## src/rtl/pwm_deadtime_gen.sv

```systemverilog
// Three-phase complementary gate-drive generator with per-leg dead-time FSMs
// and a sticky fault latch fed by timing_hub and the async driver fault pin.

module pwm_leg #(
   parameter int DEADTIME = 16
) (
   input  logic clk_ctrl,
   input  logic rst_n,
   input  logic enabled,
   input  logic dem_hi,
   output logic inh,
   output logic inl,
   output logic active
);
   localparam int DTW = (DEADTIME > 1) ? $clog2(DEADTIME) : 1;
   localparam logic [DTW-1:0] DT_LOAD = DTW'(DEADTIME - 1);

   typedef enum logic [1:0] {S_OFF, S_DT, S_HI, S_LO} leg_state_e;

   leg_state_e     state_q, state_d;
   logic [DTW-1:0] dt_cnt_q, dt_cnt_d;
   logic           inh_q, inh_d, inl_q, inl_d;

   always_comb begin
      state_d  = state_q;
      dt_cnt_d = dt_cnt_q;
      if (!enabled) begin
         state_d = S_OFF;
      end else begin
         case (state_q)
            S_OFF: begin
               state_d  = S_DT;
               dt_cnt_d = DT_LOAD;
            end
            // demand is only sampled at exit, so toggles inside the window never restart it
            S_DT: begin
               if (dt_cnt_q == '0) state_d = dem_hi ? S_HI : S_LO;
               else                dt_cnt_d = dt_cnt_q - DTW'(1);
            end
            S_HI: begin
               if (!dem_hi) begin
                  state_d  = S_DT;
                  dt_cnt_d = DT_LOAD;
               end
            end
            S_LO: begin
               if (dem_hi) begin
                  state_d  = S_DT;
                  dt_cnt_d = DT_LOAD;
               end
            end
            default: state_d = S_OFF;
         endcase
      end
      inh_d = (state_d == S_HI);
      inl_d = (state_d == S_LO);
   end

   always_ff @(posedge clk_ctrl or negedge rst_n) begin
      if (!rst_n) begin
         state_q  <= S_OFF;
         dt_cnt_q <= '0;
         inh_q    <= 1'b0;
         inl_q    <= 1'b0;
      end else begin
         state_q  <= state_d;
         dt_cnt_q <= dt_cnt_d;
         inh_q    <= inh_d;
         inl_q    <= inl_d;
      end
   end

   assign inh    = inh_q;
   assign inl    = inl_q;
   assign active = (state_q != S_OFF);
endmodule

module pwm_deadtime_gen #(
   parameter int CTR_W       = 12,
   parameter int DEADTIME    = 16,
   parameter int SYNC_STAGES = 2
) (
   input  logic             clk_ctrl,
   input  logic             rst_n,
   input  logic [CTR_W-1:0] pwm_ctr,
   input  logic             pwm_ctr_en,
   input  logic [CTR_W-1:0] duty_a,
   input  logic [CTR_W-1:0] duty_b,
   input  logic [CTR_W-1:0] duty_c,
   input  logic             duty_wr,
   input  logic             arm,
   input  logic             hub_fault,
   input  logic             nfault,
   input  logic             fault_clr,
   output logic             inha,
   output logic             inla,
   output logic             inhb,
   output logic             inlb,
   output logic             inhc,
   output logic             inlc,
   output logic             fault_latched,
   output logic             running
);
   localparam int NUM_LEGS = 3;

   logic [NUM_LEGS-1:0][CTR_W-1:0] duty_in, pend_q, pend_d, act_q, act_d;
   logic [NUM_LEGS-1:0]            dem_q, dem_d;
   logic [SYNC_STAGES-1:0]         nf_sync_q, nf_sync_d;
   logic                           fault_q, fault_d;
   logic [NUM_LEGS-1:0]            leg_inh, leg_inl, leg_act;
   logic                           nfault_s, period_start, enabled;

   assign duty_in      = {duty_c, duty_b, duty_a};
   assign period_start = pwm_ctr_en && (pwm_ctr == '0);
   assign nfault_s     = nf_sync_q[SYNC_STAGES-1];
   assign enabled      = arm && !fault_q;

   always_comb begin
      pend_d = duty_wr ? duty_in : pend_q;
      // pend_d forwards a write landing on the period-start cycle straight into active
      act_d  = period_start ? pend_d : act_q;
      dem_d  = dem_q;
      // compare against act_d so counter 0 of a new period already sees the new duty
      for (int i = 0; i < NUM_LEGS; i++)
         if (pwm_ctr_en) dem_d[i] = (act_d[i] > pwm_ctr);
   end

   always_comb begin
      nf_sync_d[0] = nfault;
      for (int i = 1; i < SYNC_STAGES; i++) nf_sync_d[i] = nf_sync_q[i-1];
      fault_d = fault_q;
      if (fault_clr && !hub_fault && nfault_s && !arm) fault_d = 1'b0;
      if (hub_fault || !nfault_s)                      fault_d = 1'b1;
   end

   always_ff @(posedge clk_ctrl or negedge rst_n) begin
      if (!rst_n) begin
         pend_q    <= '0;
         act_q     <= '0;
         dem_q     <= '0;
         nf_sync_q <= '1;
         fault_q   <= 1'b0;
      end else begin
         pend_q    <= pend_d;
         act_q     <= act_d;
         dem_q     <= dem_d;
         nf_sync_q <= nf_sync_d;
         fault_q   <= fault_d;
      end
   end

   pwm_leg #(.DEADTIME(DEADTIME)) u_leg [NUM_LEGS-1:0] (
      .clk_ctrl (clk_ctrl),
      .rst_n    (rst_n),
      .enabled  ({NUM_LEGS{enabled}}),
      .dem_hi   (dem_q),
      .inh      (leg_inh),
      .inl      (leg_inl),
      .active   (leg_act)
   );

   // fault gating covers the edge where the latch sets, before the legs reach OFF
   assign inha = leg_inh[0] & ~fault_q;
   assign inla = leg_inl[0] & ~fault_q;
   assign inhb = leg_inh[1] & ~fault_q;
   assign inlb = leg_inl[1] & ~fault_q;
   assign inhc = leg_inh[2] & ~fault_q;
   assign inlc = leg_inl[2] & ~fault_q;

   assign fault_latched = fault_q;
   assign running       = enabled && (&leg_act);
endmodule

```

## config.mk

```make
export PLATFORM = sky130hd
export DESIGN_NAME = pwm_deadtime_gen
export DESIGN_NICKNAME = d
export VERILOG_FILES = /design/src/rtl/pwm_deadtime_gen.sv
export SDC_FILE = /design/constraint.sdc
export NUM_CORES = 1
export LEC_CHECK = 0
export ABC_AREA = 1
export BUFFER_PORTS_ARGS = -buffer_cell sky130_fd_sc_hd__buf_2
export CORE_ASPECT_RATIO = 1.1
export CORE_MARGIN = 4
export CORE_UTILIZATION = 45
export DETAILED_ROUTE_END_ITERATION = 8
export SLEW_MARGIN = 0
export SYNTH_ARGS = -nofsm -noshare
export SYNTH_HDL_FRONTEND = slang
export SYNTH_SLANG_ARGS = --single-unit
```

## constraint.sdc

```tcl
create_clock -name clk_ctrl -period 1.8 [get_ports clk_ctrl]
set_input_delay 0.18 -clock clk_ctrl [delete_from_list [all_inputs] [get_ports clk_ctrl]]
set_output_delay 0.18 -clock clk_ctrl [all_outputs]
set_load 0.03 [all_outputs]
```

# Word-level counts from Yosys, hierarchy flattened
# Index checks and enable logic that the tools add are counted.
[op_classes]
n_shift = 0
bitwise = 7
n_lt_le_gt_ge = 3
n_mux = 34
multipliers = 0
div = 0
n_reduce_logical = 26
eq_ne = 24
add_sub_neg = 3
[ops]
columns = ["cell", "count"]
rows = [
  ["36-bit two-way mux", 2],
  ["4-bit case mux with 4 select lines", 3],
  ["12-bit greater-than comparator", 3],
  ["4-bit two-way mux", 9],
  ["2-bit == test (second input constant)", 12],
  ["2-bit two-way mux", 12],
  ["2-bit case mux with 4 select lines", 3],
  ["2-bit inequality test (second input constant)", 9],
  ["12-bit logical NOT", 1],
  ["4-bit logical NOT", 3],
  ["4-bit AND reduction", 3],
  ["4-bit by 1-bit subtractor with 4-bit output (second input constant)", 3],
  ["2-bit nonzero test", 4],
  ["1-bit AND", 6],
  ["2-bit by 1-bit == test with 1-bit output (second input constant)", 3],
  ["1-bit logical AND", 6],
  ["2-bit logical NOT", 3],
  ["1-bit two-way mux", 5],
  ["1-bit logical NOT", 4],
  ["3-bit AND reduction", 1],
  ["1-bit logical OR", 1],
  ["1-bit inverter", 1],
]
[totals]
romBits = 0
mem_count = 0
latchBits = 0
out_inout_bits = 8
wordCells = 118
ff_bits = 102
ram_bits = 0

# Logic depth before layout (Yosys ltp)
[depth]
depth_word = 6
depth_mapped = 17
mapped_depth_nobuf = 17

# Cells and area by module
# From an unflattened synthesis, not the netlist that was laid out.
[unflattened]
cells_unflattened = 682
hier_area_um2 = 5370.2
[by_module_without_submodules]
columns = ["module", "cells_each", "n_inst", "area_per_inst_um2"]
rows = [
  ["pwm_deadtime_gen", 514, 1, 4097.7],
  ["pwm_leg", 56, 3, 424.2],
]

# Worst setup path before layout
# No wires, ideal clock.
[synth_path]
kind = "input to register"
from = "in pwm_ctr[4]"
to = "reg dem_q[0]"
path_slack_ps = -137
required_time_ps = 1684
t_arrival_ps = 1821
setup_ps = 116
path_buffers = 1
cell_stages = 17
path_cell_list = "inv_1 -> nand2_1 -> nor3_4 -> nand2_4 -> buf_6 -> nand2_1 -> nand2_1 -> ha_1 -> nand2_1 -> inv_1 -> nand2_1 -> nor2_1 -> nand2_1 -> nand2_1 -> inv_1 -> nand2_1 -> nand2_1"
[synth_lines]
columns = ["element", "line_no", "text"]
rows = [
  ["start, declared", "85", "input logic [CTR_W-1:0] pwm_ctr,"],
  ["end signal, assigned", "146", "dem_q <= dem_d;"],
  ["end, declared", "107", "logic [NUM_LEGS-1:0] dem_q, dem_d;"],
]

==> reports/metrics.yaml <==
run_status:
  status: "finished with violations"
  violations: "negative setup slack"
yosys:
  syn-cell-area_sq_um: 5310
  synth_area_per_cell_sq_um: 7.84
  yosys_register_bits: 102
  ys_types: 26
  muxShareOfSynthArea: 0
  synth_cells: 678
  synth-compound-area-share: 0.0290
  yosysSeqAreaShare: 0.481
  synth_fp_nets: 773
  synth_top_family_by_area: "simple AND/OR/NAND/NOR gates"
  synth_fa_ha_area_frac: 0.0918
  synth-simple-area-share: 0.316
  synth-xor-area-share: 0
  yosys_warnings: 0
timing:
  max_freq_ghz: 0.546
  setup_viol: 1
  timing.final.ws_setup_ps: -32.2
  rsz0062_at_grt: "yes"
  skew_ps: 7.15
  worstMarginPinSlew_ps: 459
  finalHoldViolCount: 0
  finalMaxSlewViolations: 0
  slew-limit-headroom: 0.694
  timing.hold.ws_ps: 30.5
  min_period_ps: 1830
  period_share: 1.02
grt:
  grt_pass1_wl_microns: 21400
  grt_start_max_net_pins: 42
  grt_pass1_vias: 4518
  antenna_found_initial: 0
  grt-ovfl-total: 0
  grtUsageTotal: 0.196
worst_setup_path:
  worstSetupEndpointType: "register"
  arrival_ps: 2070
  cp_data_required_time_ps: 2040
  startpoint_type: "input port"
  critPathKind: "in -> reg"
  cp_max_fo: 20
clock_tree:
  cts_tree: "yes"
  cts_made_buffers: 9
  clockBufferDepth: 2
  htreeDepth: 3
  clock-sinks: 102
  clk_pin_slew_ps: 70
  cts_root_buf: "clkbuf_16"
  clk-insertion-delay-late_ps: 340
placed_design:
  port-buffer-count: 63
  routabilityCongestion: 0.839
  hpwl_microns: 9270
  dpl.cell_count: 910
run:
  drv_cap: 0
drt:
  wirelength_microns: 12500
  wl_per_cell_microns: 13.4
  drc: 0
  first_iter_violations: 177
  routed_via_density: 4.75
  ant_nets: 0
  vias: 4426
  dr.pass1.iters: 5
floorplan:
  die_h_microns: 122
  row_count: 41
  core_area_sq_um: 11500
  pin_count: 64
  die-area_sq_um: 13600
  die_w_microns: 112
  start_util: 0.462
final_layout:
  n_antenna_cell: 0
  fillers: 1080
  fin_cells: 932
  area_growth_pct: 23.8
  final_common_cell: "nand2_1"
  layout-drive-gt1-share: 0.197
  final_cell_mix: "nand2_1 (276), dfrtp_1 (99), inv_1 (79)"
  nets: 872
power_and_ir_drop:
  leakage_nw: 3.81
  clkPwrFrac: 0.414
  power.internal_w: 0.00407
  combinationalPowerShare: 0.120
  netSwitchingPower_w: 0.00135
  p_per_area_nw_per_um2: 823
  pwr-share-seq: 0.466
  p_total_w: 0.00542
  peakVddDrop_mv: 0.409
  p_sw_frac: 0.249
min_path:
  hold_class: "in -> reg"
cell usage after synthesis (all sizes together):
library cell,number,area [sq um]
nand2,283,1070
buf,14,103
dfrtp,100,2500
nand3b,2,15.0
clkbuf,3,11.3
o22ai,1,6.26
nand4,6,37.5
dfstp,2,52.6
a21o,3,22.5
a21oi,9,45.0
clkinv,1,3.75
ha,39,488
o21ai,16,80.1
inv,86,323
or2,4,25.0
nor3,1,16.3
nor2,54,205
nand3,54,308
critical path: stages:
cell        delay [ps]
buf_2              110
clkinvlp_4         100
nand3_2            100
nor3_4             280
nand2_4             90
buf_12             170
nand2_2             70
nand2_2             80
ha_4               270
nand2_1             70
inv_1               60
nand2_1             70
nor2_2             150
nand2_1             70
nand2_1             60
inv_1               30
nand2_1             60
nand2_1             50
cells by family (layout without fill, tap and decap cells):
logic type / after synthesis / after routing
AOI/OAI and AO/OA: 29 / 29
adders and majority gates: 39 / 39
buffers and inverters: 104 / 208
DFF: 102 / 102
and+or+nand+nor: 404 / 404
sequential cells by signal (all words and copies together) (netlist names):
register / flops
u_leg.dt_cnt_q: 12
u_leg.inl: 3
u_leg.inh: 3
u_leg.state_q: 6
act_q: 36
nf_sync_q: 2
pend_q: 36
fault_latched: 1
dem_q: 3
power groups by stage:
stage,registers (W),logic [W],clock network (W)
after detailed placement,0.00257,0.000638,0
after CTS,0.00253,0.000649,0.00230
after global routing,0.00254,0.000761,0.00238
after global placement,0.00256,0.000610,0
final,0.00253,0.000648,0.00224
after floorplan,0.00255,0.000367,0
final timing paths:
kind	startpoint	to	slack, ps	depth (start not counted)
max	pwm_ctr[3]	dem_q[1]	-30	18
min	hub_fault	fault_latched	30	2
max reg2reg	pend_q[17]	dem_q[1]	140	12
min reg2reg	nf_sync_q[0]	nf_sync_q[1]	360	0
max in group asynchronous	rst_n	pend_q[25]	880	3
min in group asynchronous	rst_n	pend_q[11]	330	2
through the flow:
stage / instance area (sq um) / setup TNS, ps / util / setup WS, ps
6_report: 6580 / -32.2 / 0.573 / -32.2
3_3_place_gp: 6070 / -1140 / 0.528 / -447
2_1_floorplan: 5330 / -270 / - / -94.7
3_5_place_dp: 6070 / -1240 / 0.528 / -485
5_1_grt: 6580 / -416 / 0.573 / -153
4_1_cts: 6490 / 0 / 0.565 / 10.8
what timing repair did:
action	CTS	global route
hold buffers	2	0
pin swaps	5	3
setup buffers	3	2
cloned	0	0
hold endpoints to repair	31	0
resized for setup	12	11
endpoints found under the setup margin	4	4
routing by layer:
| layer | up-vias | routed length (microns) | global-route usage |
|---|---|---|---|
| met3 | 16 | 510 | 0.0303 |
| li1 | 2290 | - | - |
| met4 | 0 | 223 | 0.0692 |
| met2 | 85 | 5800 | 0.316 |
| met5 | - | 0 | 0 |
| met1 | 2035 | 5920 | 0.272 |
area by class of cell:
| cell class | count | area [sq um] | area share |
|---|---|---|---|
| inverters | 87 | 340 | 0.0517 |
| repair buffers | 105 | 723 | 0.110 |
| clock inverters | 7 | 120 | 0.0183 |
| clock buffers | 9 | 225 | 0.0342 |
| multi-input cells | 472 | 2430 | 0.369 |
| well taps | 150 | 188 | 0.0285 |
| flip-flops and latches | 102 | 2560 | 0.389 |
Note: power is estimated with default switching activity, not from simulation.
